==> src/rtl/gpr_sb.sv <==
// Register file with two write ports, two bypassed read ports and a
// per-register pending scoreboard used to track in-flight producers.
module gpr_sb #(
    parameter int DW       = 32,
    parameter int AW       = 5,
    parameter int ZERO_REG = 1
) (
    input  logic          clk,
    input  logic          reset_n,
    input  logic [AW-1:0] ra1,
    input  logic [AW-1:0] ra2,
    output logic [DW-1:0] rd1,
    output logic [DW-1:0] rd2,
    input  logic          we0,
    input  logic [AW-1:0] wa0,
    input  logic [DW-1:0] wd0,
    input  logic          we1,
    input  logic [AW-1:0] wa1,
    input  logic [DW-1:0] wd1,
    input  logic          issue,
    input  logic [AW-1:0] issue_a,
    input  logic          flush,
    output logic          pend1,
    output logic          pend2,
    output logic [AW:0]   pend_cnt
);

    localparam int NREG = 2 ** AW;

    logic [DW-1:0]   regs_q [NREG];
    logic [DW-1:0]   regs_d [NREG];
    logic [NREG-1:0] pend_q;
    logic [NREG-1:0] pend_d;
    logic [AW:0]     pend_cnt_q;
    logic [AW:0]     pend_cnt_d;
    logic [NREG-1:0] clr_vec;
    logic [NREG-1:0] set_vec;

    logic zero1;
    logic zero2;
    logic hit0_1;
    logic hit1_1;
    logic hit0_2;
    logic hit1_2;

    // Port 1 is applied last so it wins a same-address collision.
    always_comb begin
        regs_d = regs_q;
        if (we0) begin
            regs_d[wa0] = wd0;
        end
        if (we1) begin
            regs_d[wa1] = wd1;
        end
        if (ZERO_REG != 0) begin
            regs_d[0] = '0;
        end
    end

    always_comb begin
        clr_vec = '0;
        set_vec = '0;
        if (we0) begin
            clr_vec[wa0] = 1'b1;
        end
        if (we1) begin
            clr_vec[wa1] = 1'b1;
        end
        if (issue) begin
            set_vec[issue_a] = 1'b1;
        end
        // Set is OR-ed after the clear so issue beats a same-cycle writeback.
        pend_d = flush ? '0 : ((pend_q & ~clr_vec) | set_vec);
        if (ZERO_REG != 0) begin
            pend_d[0] = 1'b0;
        end
        pend_cnt_d = '0;
        for (int i = 0; i < NREG; i++) begin
            pend_cnt_d = pend_cnt_d + (AW+1)'(pend_d[i]);
        end
    end

    always_comb begin
        zero1  = (ZERO_REG != 0) && (ra1 == '0);
        zero2  = (ZERO_REG != 0) && (ra2 == '0);
        hit0_1 = we0 && (wa0 == ra1);
        hit1_1 = we1 && (wa1 == ra1);
        hit0_2 = we0 && (wa0 == ra2);
        hit1_2 = we1 && (wa1 == ra2);

        rd1 = regs_q[ra1];
        if (zero1) begin
            rd1 = '0;
        end else if (hit1_1) begin
            rd1 = wd1;
        end else if (hit0_1) begin
            rd1 = wd0;
        end

        rd2 = regs_q[ra2];
        if (zero2) begin
            rd2 = '0;
        end else if (hit1_2) begin
            rd2 = wd1;
        end else if (hit0_2) begin
            rd2 = wd0;
        end

        pend1 = pend_q[ra1] && !hit0_1 && !hit1_1 && !zero1;
        pend2 = pend_q[ra2] && !hit0_2 && !hit1_2 && !zero2;
    end

    always_ff @(posedge clk or negedge reset_n) begin
        if (!reset_n) begin
            for (int i = 0; i < NREG; i++) begin
                regs_q[i] <= '0;
            end
            pend_q     <= '0;
            pend_cnt_q <= '0;
        end else begin
            regs_q     <= regs_d;
            pend_q     <= pend_d;
            pend_cnt_q <= pend_cnt_d;
        end
    end

    assign pend_cnt = pend_cnt_q;

endmodule

==> config.mk <==
export PLATFORM = sky130hd
export DESIGN_NAME = gpr_sb
export DESIGN_NICKNAME = d
export VERILOG_FILES = /design/src/rtl/gpr_sb.sv
export SDC_FILE = /design/constraint.sdc
export NUM_CORES = 2
export LEC_CHECK = 0
export CORE_UTILIZATION = 64
export DETAILED_ROUTE_END_ITERATION = 16
export PLACE_DENSITY = 0.82
export SLEW_MARGIN = 20
export SYNTH_ARGS = -nofsm -noshare
export SYNTH_HDL_FRONTEND = slang
export SYNTH_SLANG_ARGS = --single-unit
==> constraint.sdc <==
create_clock -name clk -period 6.4 [get_ports clk]
set_clock_uncertainty 0.2 [all_clocks]
set_input_delay 0.96 -clock clk [delete_from_list [all_inputs] [get_ports clk]]
set_output_delay 0.96 -clock clk [all_outputs]
set_load 0.05 [all_outputs]
## Yosys cells after proc, flatten, opt, wreduce, memory -nomap -nowiden

Cells that the tools add are included.

- Flip-flop bits (word level): 1,029
- Input port bits: 95
- Output and inout port bits: 72
- Word-level logic and storage cells: 146

- Add/sub/neg operators: 30
- Order comparisons: 14
- Eq/ne operators: 4
- Multiplexer cells: 34
- Bitwise logic cells: 8
- Reductions and logical operators: 23

Operators with widths:

| operator | number |
|---|---|
| $bwmux 1024 | 2 |
| $mux 1024 | 1 |
| $mux 992 | 1 |
| $mux 32 | 16 |
| $bmux 32 s5 | 2 |
| $demux 32 s5 | 2 |
| $add 6x1->6 | 25 |
| $or 32x32->32 | 2 |
| $and 32x32->32 | 1 |
| $not 32->32 | 1 |
| $lt 5x6->1 const B | 5 |
| $ge 6x6->1 const B | 4 |
| $not 5->6 | 4 |
| $eq 5x5->1 | 4 |
| $demux 1 s5 | 3 |
| $ge 5x1->1 const B | 3 |
| $logic_and 1x1->1 | 15 |
| $lt 6x1->1 const B | 2 |
| $bmux 1 s5 | 2 |
| $logic_not 5->1 | 2 |
| $add 5x1->6 | 1 |
| $logic_not 1->1 | 6 |
| $add 4x1->5 | 1 |
| $mux 1 | 5 |
| 3 further kinds | 3 |

## Logic depth before layout (Yosys ltp)

- Depth in word-level cells: 41
- Mapped depth: 25
- Gate-level depth less buffers: 22

## Least setup slack after synthesis

No wires, ideal clock.

- Path kind: input to register
- Start: input wa0[0]
- End: register pend_cnt_q[4] (netlist: pend_cnt[4])
- Library setup time: 123 ps
- Data arrival time: 6,557 ps
- Data required time: 6,077 ps
- Slack: -480 ps
- Stages: 21
- Path buffers: 3
- Path through: buf_2 > or3b_1 > clkbuf_1 > nor2_2 > buf_2 > a21oi_1 > a22oi_1 > nor2_1 > fa_1 > inv_1 > fa_1 > fa_1 > fa_1 > fa_1 > fa_1 > fa_1 > fa_1 > inv_1 > a21o_1 > a21oi_1 > xnor2_1

- Elaborated cells on any way between the ends: 42
- Classes of those cells: add/sub (30); order compare (2); mux (5); bitwise (4); reduce/logical (1)

RTL lines:

| element | line | RTL |
|---|---|---|
| from (decl) | 15 | `input logic [AW-1:0] wa0,` |
| $lt 5x6->1 (implied by the code) / $ge 5x1->1 (equally long branches) | 64 | `clr_vec[wa0] = 1'b1;` |
| $logic_and 1x1->1 (implied by the code) | 64 |  |
| $mux 1 (implied by the code) | 64 |  |
| $demux 1 s5 * | 64 |  |
| $mux 32 * | 63 | `if (we0) begin` |
| $or 32x32->32 (no line) | n/a |  |
| $mux 32 * | 66 | `if (we1) begin` |
| $not 32->32 * | 73 | `pend_d = flush ? '0 : ((pend_q & ~clr_vec) \| set_vec);` |
| $and 32x32->32 * | 73 |  |
| $or 32x32->32 * | 73 |  |
| $mux 32 * | 73 |  |
| named net pend_d[24] | 33 | `logic [NREG-1:0] pend_d;` |
| $add 6x1->6 * (8 in series) | 79 | `pend_cnt_d = pend_cnt_d + (AW+1)'(pend_d[i]);` |
| named net pend_cnt_d[4] | 35 | `logic [AW:0] pend_cnt_d;` |
| to (signal assigned) | 123 | `pend_cnt_q <= pend_cnt_d;` |
| to (decl) | 34 | `logic [AW:0] pend_cnt_q;` |

Mark *: on every way through the listed nets, which the timed path passes. The rest lies on a longest branch.

## Final worst setup path

- Start: input wa0[2]
- End: register pend_cnt_q[2] (netlist: pend_cnt[2])

The elaborated chain is that of the path after synthesis.

==> run_results.csv <==
group,metric,value,unit
die,die_area,106000,µm²
synth,syn_nets,6913,
detailed_routing,wirelength,261000,µm
synth,ys_warn_count,0,
sta,report.final.slew_viol_count,0,
synth,netlist.area_leader.share,38.3,%
worst_setup_path,crit_top_cell,"fa_1",
cells_and_area,layout.nets,6701,
synth,ys_types,62,
die,core-area,104000,µm²
cells_and_area,final_common_cell,"mux2i_1",
grt,grt_pass1_vias,59700,
clocking,cts_buffer_depth,3,
synth,synth-async-reset-ratio,100,%
worst_setup_path,end_kind,"flop",
worst_setup_path,arrival,6.77,ns
placed_design,io_buffers,166,
detailed_routing,vias_per_cell,7.49,
detailed_routing,routed.top_layer,"met5",
worst_setup_path,regToRegStartpoint,"pend_q[18]",
sta,whs,0.0464,ns
grt,grt_usage,48.1,%
grt,grt_start_max_net_pins,178,
detailed_routing,vias,60400,
cells_and_area,drive_gt1_share,16.2,%
grt,grt.overflow.total,0,
placed_design,gp_congestion,0.969,
worst_setup_path,ff2ff_setup_slack,1.05,ns
sta,tightest_slew,1.25,ns
grt,antenna_found_initial,14,
cells_and_area,layout_common_cells,"mux2i_1 (1,465), dfrtp_1 (1,029), nand2_1 (650)",
die,initial_core_util,64.7,%
worst_setup_path,rr_worst_depth,14,
detailed_routing,wl_per_cell,32.4,µm
worst_setup_path,crit_fanout,6,
clocking,clk_latency,0.74,ns
detailed_routing,firstDrtPassIters,12,
clocking,htreeDepth,3,
job,max-cap-violations,0,
synth,avgSynthCellArea,9.91,µm²
synth,seq_area_frac_synth,38.3,%
grt,grt_first_pass_wirelength,380000,µm
synth,synthTopCellsByArea,"dfrtp_1 (38%), mux2i_1 (22%), mux4_2 (8.6%)",
synth,ys.flop_type,"dfrtp_1",
worst_setup_path,worstPathRequired,6.84,ns
die,fp.dieW,326,µm
synth,ys_seq_elements,1029,
clocking,cts_sinks,1029,
sta,relSlewSlack,16.3,%
sta,setup_violations,0,
clocking,clkTransAtPathRegs,0.06,ns
sta,finalCriticalPeriod,6.33,ns
detailed_routing,ant_nets,0,
die,row_count,118,
die,die_h,326,µm
worst_setup_path,crit_path_max_incr_delay,0.59,ns
worst_setup_path,crit_chain,"clkdlybuf4s50_1 > nand3b_1 > buf_4 > nor2_4 > a21oi_2 > a22oi_1 > nor2_1 > fa_1 > inv_2 > fa_1 > fa_1 > fa_1 > fa_1 > fa_1 > fa_2 > fa_2 > buf_4 > buf_4 > xnor2_1",
power,peakVddDrop,0.284,mV
synth,synth_top_area_cell,"dfrtp_1",
detailed_routing,drt-met1-wl,87300,µm
synth,synth_cells,6788,
power,power,0.0232,W
worst_setup_path,timing.rr.end,"pend_cnt[2]",
worst_setup_path,critPathSlowestCell,"clkdlybuf4s50_1",
synth,synth_edf_count,0,
power,p_per_area,310,nW/µm²
worst_setup_path,critical_path.startpoint_type,"primary input",
cells_and_area,syn_to_final_growth,11.3,%
min_path,worstHoldPathType,"in -> async",
detailed_routing,drt-initial-drc-count,11200,
cells_and_area,fillers,7213,
synth,syn-cell-area,67300,µm²
clocking,cts_tree,"done",
detailed_routing,met3_length,42100,µm
clocking,holdBufCountCts,0,
placed_design,hpwlAfterDp,148000,µm
clocking,root_buffer,"clkbuf_16",
worst_setup_path,path_class,"in -> reg",
detailed_routing,drc,0,
clocking,cts_buffers,112,
sta,finalHoldViolations,0,
die,io_pins,167,
sta,finalCritPeriodShare,98.9,%
outcome,status,"finished clean",
sta,max_freq,158,MHz
detailed_routing,wl_met2,108000,µm
power,leakage,33.3,nW
[registers in the layout (all words and copies together) (netlist names)]
register,flops
pend_q,31
regs_q,992
pend_cnt,6
[area by class of cell]
class                      instances  area (µm²)  share of cell area, %
timing repair buffer             512        5250                   7.01
multi-input combinational       4881       38000                   50.8
clock buffer                     153        3200                   4.27
sequential                      1029       25700                   34.4
clock inverter                    57         783                   1.05
inverter                          40         150                  0.200
antenna                            5        12.5                 0.0167
tap                             1380        1730                   2.31
[repair_timing]
action	CTS	global route
hold endpoints to repair	0	0
setup buffers	0	5
gates resized for setup	0	11
endpoints found under the setup margin	0	1
[power breakdown]
group          internal, W  switching [W]  leakage, nW
Sequential         0.00819        0.00142         12.6
Combinational      0.00309        0.00343         18.7
Clock              0.00415        0.00294         1.96
[layer usage]
| metal | GRT usage [%] | vias up |
|---|---|---|
| li1 | - | 24100 |
| met1 | 59.7 | 28900 |
| met2 | 67.3 | 5644 |
| met3 | 18.8 | 1702 |
| met4 | 37.2 | 20 |
| met5 | 0.222 | - |
[stage by stage]
step                cell area (µm²)  setup TNS [ns]  setup WS [ns]  cells  util [%]
CTS                           74700               0         0.0587   8044      71.9
floorplan                     67400         -0.0973        -0.0973   6788         -
global placement              70700           -2.57         -0.635   7831      68.0
detailed placement            70700           -2.71         -0.655   7834      68.1
global route                  74900         -0.0368        -0.0197   8052      72.0
finish                        74900               0         0.0697   8057      72.0
[logic make-up (layout without fill, tap and decap cells)]
| kind of cell | Yosys count | in the layout | share of synthesized area (%) |
|---|---|---|---|
| fa+ha+maj | 30 | 30 | 0.814 |
| simple gates | 1483 | 1483 | 9.05 |
| mux | 1802 | 1802 | 32.0 |
| xor+xnor | 23 | 23 | 0.299 |
| compound gates | 1543 | 1543 | 13.7 |
| other cells | 0 | 5 | 0 |
| buf+inv | 878 | 762 | 5.93 |
| flops | 1029 | 1029 | 38.3 |
[synth_stat cells (69+ instances only)]
cell type and count:
nor2_1 572, mux4_2 256, mux2i_1 1465, a21oi_1 548, o21ai_0 486, nand2_1 685
buf_4 69, clkbuf_1 484, dfrtp_1 1029, nor3_1 97, mux2_2 69, o22ai_1 196
buf_2 103, buf_1 123
[worst max-delay path: cells and delay by family]
family                     cells  cell delay, ns
buffers and inverters          5            1.08
adders and majority gates      8            3.86
xor gates and xnor gates       1            0.11
and+or+nand+nor                3            0.53
AOI/OAI and AO/OA              2            0.20
[how the worst max path moves through the flow]
stage	from	endpoint	slack, ns	depth (start not counted)
global route	wa0[2]	pend_cnt[4]	-0.02	20
global placement	we0	pend_cnt[4]	-0.64	20
CTS	wa0[1]	pend_cnt[4]	0.06	21
floorplan	wa0[1]	pend_cnt[4]	-0.1	21
finish	wa0[2]	pend_cnt[2]	0.07	19
detailed placement	wa0[1]	pend_cnt[4]	-0.65	21
Note: power is estimated with default switching activity, not from simulation.
